[config.mk]
export PLATFORM = sky130hd
export DESIGN_NAME = uart_cmd_controller
export DESIGN_NICKNAME = d
export VERILOG_FILES = /design/src/rtl/uart_cmd_controller.sv
export SDC_FILE = /design/constraint.sdc
export NUM_CORES = 1
export LEC_CHECK = 0
export CAP_MARGIN = 10
export CORE_ASPECT_RATIO = 1.4
export CORE_MARGIN = 2
export CORE_UTILIZATION = 58
export CTS_CLUSTER_SIZE = 14
export DETAILED_ROUTE_END_ITERATION = 7
export GPL_ROUTABILITY_DRIVEN = 0
export GPL_TIMING_DRIVEN = 0
export MAX_ROUTING_LAYER = met4
export PLACE_DENSITY = 0.85
export SLEW_MARGIN = 20
export SYNTH_ARGS = -nofsm -noshare
export SYNTH_HDL_FRONTEND = slang
export SYNTH_SLANG_ARGS = --single-unit
[constraint.sdc]
create_clock -name clk -period 5.4 [get_ports clk]
set_clock_uncertainty 0.1 [all_clocks]
set_input_delay 0.81 -clock clk [delete_from_list [all_inputs] [get_ports clk]]
set_output_delay 0.81 -clock clk [all_outputs]
set_load 0.01 [all_outputs]
[src/rtl/uart_cmd_controller.sv]
// UART command controller: turns 5-byte frames (SYNC, ADDR, DATA_H, DATA_L, CHK)
// from the asynchronous receiver into register write strobes, answers each
// frame with ACK/NAK through the transmitter handshake, and abandons frames
// whose bytes stop arriving.
module uart_cmd_controller #(
    parameter int         TIMEOUT_CYCLES = 24000,
    parameter logic [7:0] SYNC_BYTE      = 8'hA5,
    parameter logic [7:0] ACK_BYTE       = 8'h06,
    parameter logic [7:0] NAK_BYTE       = 8'h15
) (
    input  logic        clk,
    input  logic        rst,
    input  logic        rx_ready,
    input  logic [7:0]  rx_data,
    input  logic        tx_busy,
    output logic        tx_start,
    output logic [7:0]  tx_data,
    output logic        wr_en,
    output logic [7:0]  wr_addr,
    output logic [15:0] wr_data,
    output logic        busy,
    output logic        err_chk,
    output logic        err_timeout,
    output logic        err_overrun
);

    localparam int                CNT_W   = $clog2(TIMEOUT_CYCLES);
    localparam logic [CNT_W-1:0]  CNT_MAX = CNT_W'(TIMEOUT_CYCLES - 1);

    localparam logic [2:0] ST_IDLE   = 3'd0;
    localparam logic [2:0] ST_ADDR   = 3'd1;
    localparam logic [2:0] ST_DATA_H = 3'd2;
    localparam logic [2:0] ST_DATA_L = 3'd3;
    localparam logic [2:0] ST_CHK    = 3'd4;
    localparam logic [2:0] ST_COMMIT = 3'd5;
    localparam logic [2:0] ST_RESP   = 3'd6;

    logic [2:0]       state;
    logic             rx_meta;
    logic             rx_sync;
    logic             rx_prev;
    logic             byte_evt;
    logic [7:0]       addr_q;
    logic [7:0]       data_h_q;
    logic [7:0]       data_l_q;
    logic [CNT_W-1:0] tmo_cnt;
    logic             in_frame;

    assign in_frame = (state == ST_ADDR) || (state == ST_DATA_H) ||
                      (state == ST_DATA_L) || (state == ST_CHK);

    // Bring rx_ready into the clk domain and turn its rising edge into a single-cycle byte event.
    always_ff @(posedge clk) begin
        if (rst) begin
            rx_meta  <= 1'b0;
            rx_sync  <= 1'b0;
            rx_prev  <= 1'b0;
            byte_evt <= 1'b0;
        end else begin
            rx_meta  <= rx_ready;
            rx_sync  <= rx_meta;
            rx_prev  <= rx_sync;
            byte_evt <= rx_sync & ~rx_prev;
        end
    end

    // Frame parser, inter-byte timeout supervisor and registered output strobes.
    always_ff @(posedge clk) begin
        if (rst) begin
            state       <= ST_IDLE;
            tmo_cnt     <= '0;
            addr_q      <= 8'h00;
            data_h_q    <= 8'h00;
            data_l_q    <= 8'h00;
            wr_en       <= 1'b0;
            wr_addr     <= 8'h00;
            wr_data     <= 16'h0000;
            tx_data     <= 8'h00;
            err_chk     <= 1'b0;
            err_timeout <= 1'b0;
        end else begin
            wr_en       <= 1'b0;
            err_chk     <= 1'b0;
            err_timeout <= 1'b0;

            if (in_frame) begin
                if (byte_evt) begin
                    tmo_cnt <= '0;
                end else if (tmo_cnt == CNT_MAX) begin
                    tmo_cnt     <= '0;
                    err_timeout <= 1'b1;
                    state       <= ST_IDLE;
                end else begin
                    tmo_cnt <= tmo_cnt + 1'b1;
                end
            end else begin
                tmo_cnt <= '0;
            end

            case (state)
                ST_IDLE: begin
                    if (byte_evt && (rx_data == SYNC_BYTE)) begin
                        state <= ST_ADDR;
                    end
                end
                ST_ADDR: begin
                    if (byte_evt) begin
                        addr_q <= rx_data;
                        state  <= ST_DATA_H;
                    end
                end
                ST_DATA_H: begin
                    if (byte_evt) begin
                        data_h_q <= rx_data;
                        state    <= ST_DATA_L;
                    end
                end
                ST_DATA_L: begin
                    if (byte_evt) begin
                        data_l_q <= rx_data;
                        state    <= ST_CHK;
                    end
                end
                ST_CHK: begin
                    if (byte_evt) begin
                        if (rx_data == (addr_q ^ data_h_q ^ data_l_q)) begin
                            wr_en   <= 1'b1;
                            wr_addr <= addr_q;
                            wr_data <= {data_h_q, data_l_q};
                            state   <= ST_COMMIT;
                        end else begin
                            err_chk <= 1'b1;
                            tx_data <= NAK_BYTE;
                            state   <= ST_RESP;
                        end
                    end
                end
                ST_COMMIT: begin
                    tx_data <= ACK_BYTE;
                    state   <= ST_RESP;
                end
                ST_RESP: begin
                    if (!tx_busy) begin
                        state <= ST_IDLE;
                    end
                end
                default: begin
                    state <= ST_IDLE;
                end
            endcase
        end
    end

    // The response leaves in the first RESP cycle the transmitter is free; bytes
    // arriving while a frame is being committed or answered are dropped and flagged.
    always_comb begin
        tx_start    = (state == ST_RESP) && !tx_busy;
        busy        = (state != ST_IDLE);
        err_overrun = byte_evt && ((state == ST_COMMIT) || (state == ST_RESP));
    end

endmodule
==> results of run 1 <==
per-stage QoR:
stage                     power (uW)  hold slack (ps)  area (um2)  setup slack (ps)
final                           1080              293        4160              2290
after global routing            1120              308        4160              2200
after CTS                       1090              296        4160              2290
after detailed placement         619              285        3940              2290
after global placement           618              276        3940              2320
after floorplan                  600              267        3410              3130
worst reg2reg max path, stage by stage, from the launching register on:
cell and delay [ps]:
dfxtp_1 470, nand2_1 110, or3_1 420, nor3_4 500, buf_8 230, mux2i_1 210
path summary, 6_finish.rpt:
path / endpoint / cells past startpoint / start
max: tx_start / 4 / state[1]
min: byte_evt / 1 / rx_prev
max reg2reg: wr_addr[0] / 5 / byte_evt
min reg2reg: byte_evt / 1 / rx_prev
kinds of logic (layout without fill, tap and decap cells):
kind of cell	count (synthesis)	count (layout)	synth area share (%)
AO/OA/AOI/OAI	42	42	6.82
XOR/XNOR	37	37	9.99
adder cells (fa/ha/maj)	1	1	0.369
buffers and inverters	25	86	3.98
flip-flops	76	76	44.8
multiplexers	24	24	7.08
other	1	4	0.110
AND/OR/NAND/NOR	178	178	26.8
sequential cells by signal, indices dropped and copies added (netlist names), 3 cells and up:
| name | cells |
|---|---|
| wr_data | 16 |
| tmo_cnt | 15 |
| addr_q | 8 |
| data_h_q | 8 |
| data_l_q | 8 |
| wr_addr | 8 |
| state | 3 |
| tx_data | 3 |
metal layers:
| layer | routed length (um) | GRT usage [%] |
|---|---|---|
| met5 | 0 | - |
| met1 | 2970 | 27.6 |
| met2 | 3870 | 42.8 |
| met3 | 291 | 5.48 |
| met4 | 216 | 13.5 |
cell type report:
type,instances,area (um2),share of cell area (%)
repair buffers,45,450,10.8
well taps,70,87.6,2.10
multi-input cells,286,1750,42.0
inverters,4,15.0,0.361
plain buffers,21,120,2.89
clock inverters,4,72.6,1.74
clock buffers,12,145,3.49
flip-flops and latches,76,1520,36.6
cells in the final DEF (no fill, tap or decap), types with 2 or more instances in the layout:
master,n
bufinv_16,2
nor2_1,29
xnor2_1,25
conb_1,4
a31oi_1,2
and3_1,2
nand3_1,8
clkbuf_1,16
nand4_1,2
buf_4,5
xor2_1,10
and4_1,2
nor3_1,3
dfxtp_1,76
mux2i_1,24
a21oi_1,33
or3_1,2
xnor2_2,2
buf_8,2
nor2b_1,5
nand2b_1,52
inv_1,4
nand2_1,62
clkbuf_8,10
nor4_1,2
clkdlybuf4s50_1,45
where the power goes:
group          internal, uW  total [uW]  leakage, uW  switching (uW)
clock network           272         474     0.000107             202
logic                  21.8        44.5     0.000613            22.7
registers               561         562     0.000612           0.599
==> results by group, run 1 <==
Die
  • Core Area: about 5700 um2
  • Num rows: 33
  • I/O Pins: 50
  • Die width: 68.7 um
  • Full die area: 6490 um2
  • Effective utilization at floorplan: 59.1%
  • Height of the chip: 94.5 um

Clock tree
  • Clock insertion delay at the later pin of the skew report: 350 ps
  • Count of hold buffers inserted by post-cts repair: 0
  • Buffer count from post-CTS setup fixing: 0
  • Total number of H-tree levels: 3
  • Post-cts resize count: 0
  • CTS tree: done
  • Cts bufs inserted: 9
  • Clock transition at the register clock pins on the worst setup and hold paths after CTS: 70 ps
  • CTS root buf: clkbuf_8
  • TritonCTS Sinks: 76
  • Maximum buffer depth of the clock tree: 2

Global routing
  • Largest net degree at the start of global routing: 13
  • First-pass GRT wire length: between 10000 and 15000 um
  • Number of antenna violations at the first check in global routing: 0
  • Overall global routing resource usage: 25.6%
  • Final global-route overflow total: 0
  • Via count of the first global-routing pass: 2603

Synth
  • Register area share after synthesis: 44.8%
  • Cell type with the largest total area after synthesis: dfxtp_1
  • Combined area of all synthesized cells: around 3400 um2
  • Share of flip-flops with an asynchronous set or reset: 0%
  • Yosys reg bits: 76
  • Number of warnings printed during yosys synthesis: 0
  • Dominant cell by count in the synthesized netlist: dfxtp_1
  • Average cell area after synthesis: 8.84 um2
  • Cell variety after synth: 40
  • Gate count after technology mapping: 384
  • Fraction of post-synthesis cell area in the top cell type by area: about 45%
  • Commonest register cell after synthesis: dfxtp_1
  • Number of flops mapped to enable cells by yosys: 0
  • Most common library cells after synthesis: dfxtp_1 (76), nand2_1 (62), nand2b_1 (52)
  • Biggest area contributors in the synthesized netlist: dfxtp_1 (45%), nand2b_1 (9.6%), mux2i_1 (7.1%), nand2_1 (6.9%), xnor2_1 (6.5%)

Timing
  • Max-slew headroom: approximately 61%
  • RSZ-0062 raised after global routing: no
  • Post-route setup TNS: 0 ps
  • Final period util: a little under three fifths
  • Count of final hold-check violations: 0
  • Final critical path time including I/O delays and setup: 3110 ps
  • Final setup fails: 0
  • Worst slew pin tran: 577 ps
  • Top achievable clock speed: 322 MHz
  • Max Transition Viols Final: 0

Cells and area
  • N_diodes: 0
  • Layout Nets: 456
  • Final design utilization: between 70% and 80%
  • Layout Cells excl Fill: a little over 500
  • Fill count: 456
  • Synthesis-to-finish area growth: 22.6%
  • Fraction of final layout cells with drive strength greater than 1: just under 6%

Detailed routing
  • DRT antenna net count: 0
  • Final routed DRC violation total: 0
  • Vias: around 2700
  • Detail-routed net length per standard cell: 14.2 um
  • Via density: 5.27
  • Iteration count of the initial detailed-routing pass: 4
  • Wire length after detailed routing: roughly 7300 um
  • Number of DRC violations after detailed-routing iteration 0: 150

Worst setup path
  • Cell breakdown of the critical path: clkbuf_1 > inv_1 > nor4b_1 > clkdlybuf4s50_1
  • Crit path required time: 4490 ps
  • Buf/Inv on CP: 3
  • Critical Path Fanout Max: 10
  • CP max stage delay: 600 ps
  • Flop2flop setup slack: 3300 ps
  • Startpoint Class: flop
  • Critical Path Slowest Stage Cell: clkdlybuf4s50_1
  • Endpoint kind of the worst setup timing path: output pin
  • Startpoint-to-endpoint class of the critical path: flop to output pin
  • Data arrival at the endpoint of the critical path: 2200 ps
  • Worst path top cell family by delay: buffers and inverters

Placement
  • DPL Wire Length: 5460 um
  • Total placed cells including tap cells: 502
  • # port buffers: 45

Worst hold path
  • Type of the worst min-delay path: flop to flop

Power
  • PD cells: 260 nW/um2
  • Static leakage: around 0.0013 uW
  • Peak supply drop: 0.239 mV

Status
  • Status: finished, final reports clean

Run
  • Number of max-cap violations: 0
Power figures use the tool's default switching activity.
==> inputs of run 2 (changes only) <==
--- a/config.mk
+++ b/config.mk
@@ -8,13 +8,13 @@
 export CAP_MARGIN = 10
 export CORE_ASPECT_RATIO = 1.4
 export CORE_MARGIN = 2
-export CORE_UTILIZATION = 58
+export CORE_UTILIZATION = 54
 export CTS_CLUSTER_SIZE = 14
 export DETAILED_ROUTE_END_ITERATION = 7
 export GPL_ROUTABILITY_DRIVEN = 0
 export GPL_TIMING_DRIVEN = 0
 export MAX_ROUTING_LAYER = met4
-export PLACE_DENSITY = 0.85
+export PLACE_DENSITY = 0.79
 export SLEW_MARGIN = 20
 export SYNTH_ARGS = -nofsm -noshare
 export SYNTH_HDL_FRONTEND = slang
==> constraint.sdc (replaced) <==
create_clock -name clk -period 3.1 [get_ports clk]
set_clock_uncertainty 0.1 [all_clocks]
set_input_delay 0.465 -clock clk [delete_from_list [all_inputs] [get_ports clk]]
set_output_delay 0.465 -clock clk [all_outputs]
set_load 0.01 [all_outputs]
==> results by group, run 2 (synthesis gave the netlist of run 1 again) <==
Status
  • Status: finished, final reports clean

Cells and area
  • Leading cell type in the layout, fill and taps excluded: dfxtp_1
  • Layout Cells excl Fill: 519 (+0.19%)
  • Synthesis-to-finish area growth: 22.9%
  • Layout Nets: 456 (unchanged)
  • N_diodes: 0 (unchanged)
  • Fill count: 525 (+15%)
  • Most frequent cells in the layout: dfxtp_1 (76), nand2_1 (62), nand2b_1 (52), clkdlybuf4s50_1 (45), a21oi_1 (33)
  • Register ranked first by flip-flop count: wr_data
  • Biggest registers after layout: wr_data x16, tmo_cnt x15
  • Final design utilization: 67.6% (-4.9 points)
  • Fraction of final layout cells with drive strength greater than 1: 6.04% (+0.24 points)
  • Number of flip-flops under the largest register name: 16 (unchanged)

Clock tree
  • CTS tree: done
  • Buffer count from post-CTS setup fixing: 0 (unchanged)
  • Post-cts resize count: 0 (unchanged)
  • CTS root buf: clkbuf_8
  • TritonCTS Sinks: 76 (unchanged)
  • Cts bufs inserted: 9 (unchanged)
  • Count of hold buffers inserted by post-cts repair: 0 (unchanged)
  • Clock insertion delay at the later pin of the skew report: 340 ps (about the same)
  • Maximum buffer depth of the clock tree: 2 (unchanged)
  • Clock transition at the register clock pins on the worst setup and hold paths after CTS: 70 ps (about the same)
  • Total number of H-tree levels: 3 (unchanged)

Worst setup path
  • Crit path required time: 2530 ps (-1960 ps)
  • Cell breakdown of the critical path: clkbuf_1 > inv_1 > nor4b_1 > clkdlybuf4s50_1
  • CP max stage delay: 600 ps (about the same)
  • Startpoint-to-endpoint class of the critical path: flop to output pin
  • Critical Path Fanout Max: 10 (unchanged)
  • Buf/Inv on CP: 3 (unchanged)
  • Worst path top cell family by delay: buffers and inverters
  • Endpoint kind of the worst setup timing path: output pin
  • Critical Path Slowest Stage Cell: clkdlybuf4s50_1
  • Data arrival at the endpoint of the critical path: 2150 ps (-50 ps)
  • Startpoint Class: flop

Detailed routing
  • Iteration count of the initial detailed-routing pass: 5 (+1)
  • Wire length after detailed routing: 7070 um (-3.8%)
  • Detail-routed net length per standard cell: 13.6 um (-3.9%)
  • Via density: 5.15 (-2.3%)
  • DRT antenna net count: 0 (unchanged)
  • Final routed DRC violation total: 0 (unchanged)
  • Number of DRC violations after detailed-routing iteration 0: 117 (-22%)
  • Vias: 2673 (-2.2%)

Global routing
  • Overall global routing resource usage: 22.0% (-3.5 points)
  • First-pass GRT wire length: 11900 um (-0.40%)
  • Final global-route overflow total: 0 (unchanged)
  • Via count of the first global-routing pass: 2616 (+0.50%)
  • Largest net degree at the start of global routing: 13 (unchanged)
  • Number of antenna violations at the first check in global routing: 0 (unchanged)

Placement
  • # port buffers: 45 (unchanged)
  • Total placed cells including tap cells: 504 (+0.40%)
  • DPL Wire Length: 5340 um (-2.1%)
  • Post-Place Setup Slack: 372 ps (-1920 ps)

Timing
  • Final setup fails: 0 (unchanged)
  • Top achievable clock speed: 368 MHz
  • Final period util: 87.6%
  • Max-slew headroom: 59.7% (-1.7 points)
  • Max Transition Viols Final: 0 (unchanged)
  • Count of final hold-check violations: 0 (unchanged)
  • Post-route setup TNS: 0 ps (unchanged)
  • Worst Slack Setup Final: 386 ps (-1910 ps)
  • RSZ-0062 raised after global routing: no
  • Final critical path time including I/O delays and setup: 2710 ps
  • Worst slew pin tran: 602 ps (+24.9 ps)

Die
  • Die width: 71.0 um (+3.4%)
  • Height of the chip: 97.8 um (+3.5%)
  • Core Area: 6170 um2 (+7.5%)
  • Num rows: 34 (+3.0%)
  • Full die area: 6950 um2 (+7.0%)
  • Effective utilization at floorplan: 55.0% (-4.1 points)
  • I/O Pins: 50 (unchanged)

Power
  • PD cells: 454 nW/um2 (+75%)
  • Static leakage: 0.00134 uW (+0.36%)
  • Peak supply drop: 0.280 mV (+17%)

Run
  • Number of max-cap violations: 0 (unchanged)

Worst hold path
  • Type of the worst min-delay path: flop to flop
-- run 2: cell count changes in the layout (fill, tap and decap cells not counted), sizes merged --
cell    change
clkbuf      -1
-- run 2: final timing paths --
| path | start | endpoint | slack (ps) | cells past startpoint |
|---|---|---|---|---|
| setup / recovery | state[1] | tx_start | 390 | 4 |
| hold / removal | rx_prev | byte_evt | 290 | 1 |
| setup reg to reg | byte_evt | wr_addr[6] | 1010 | 5 |
| hold reg to reg | rx_prev | byte_evt | 290 | 1 |
-- run 2: final cells by class --
class / count / area, um2 / area share [%]
repair buffers: 45 / 450 / 10.8
clock inverters: 4 / 72.6 / 1.74
inverters: 4 / 15.0 / 0.360
flip-flops and latches: 76 / 1520 / 36.5
clock buffers: 11 / 151 / 3.63
plain buffers: 21 / 120 / 2.88
multi-input cells: 286 / 1750 / 41.9
well taps: 72 / 90.1 / 2.16
-- run 2: metrics by stage --
| step | cell area [um2] | power [uW] | hold slack [ps] |
|---|---|---|---|
| 2_1_floorplan | 3410 | 1050 | 267 |
| 3_3_place_gp | 3950 | 1080 | 275 |
| 3_5_place_dp | 3950 | 1080 | 272 |
| 4_1_cts | 4170 | 1900 | 296 |
| 5_1_grt | 4170 | 1950 | 308 |
| 6_report | 4170 | 1890 | 294 |
-- run 2: layer usage --
layer,GRT usage (%),up-vias,routed length (um)
li1,-,1365,-
met1,24.9,1224,2920
met2,39.8,75,3750
met3,2.68,9,318
met4,6.97,0,75
met5,-,-,0
-- run 2: power breakdown --
group,internal (uW),switching [uW],total [uW]
Combinational,37.9,39.8,77.7
Clock,492,347,839
Sequential,977,1.07,978
Total,1510,388,1890
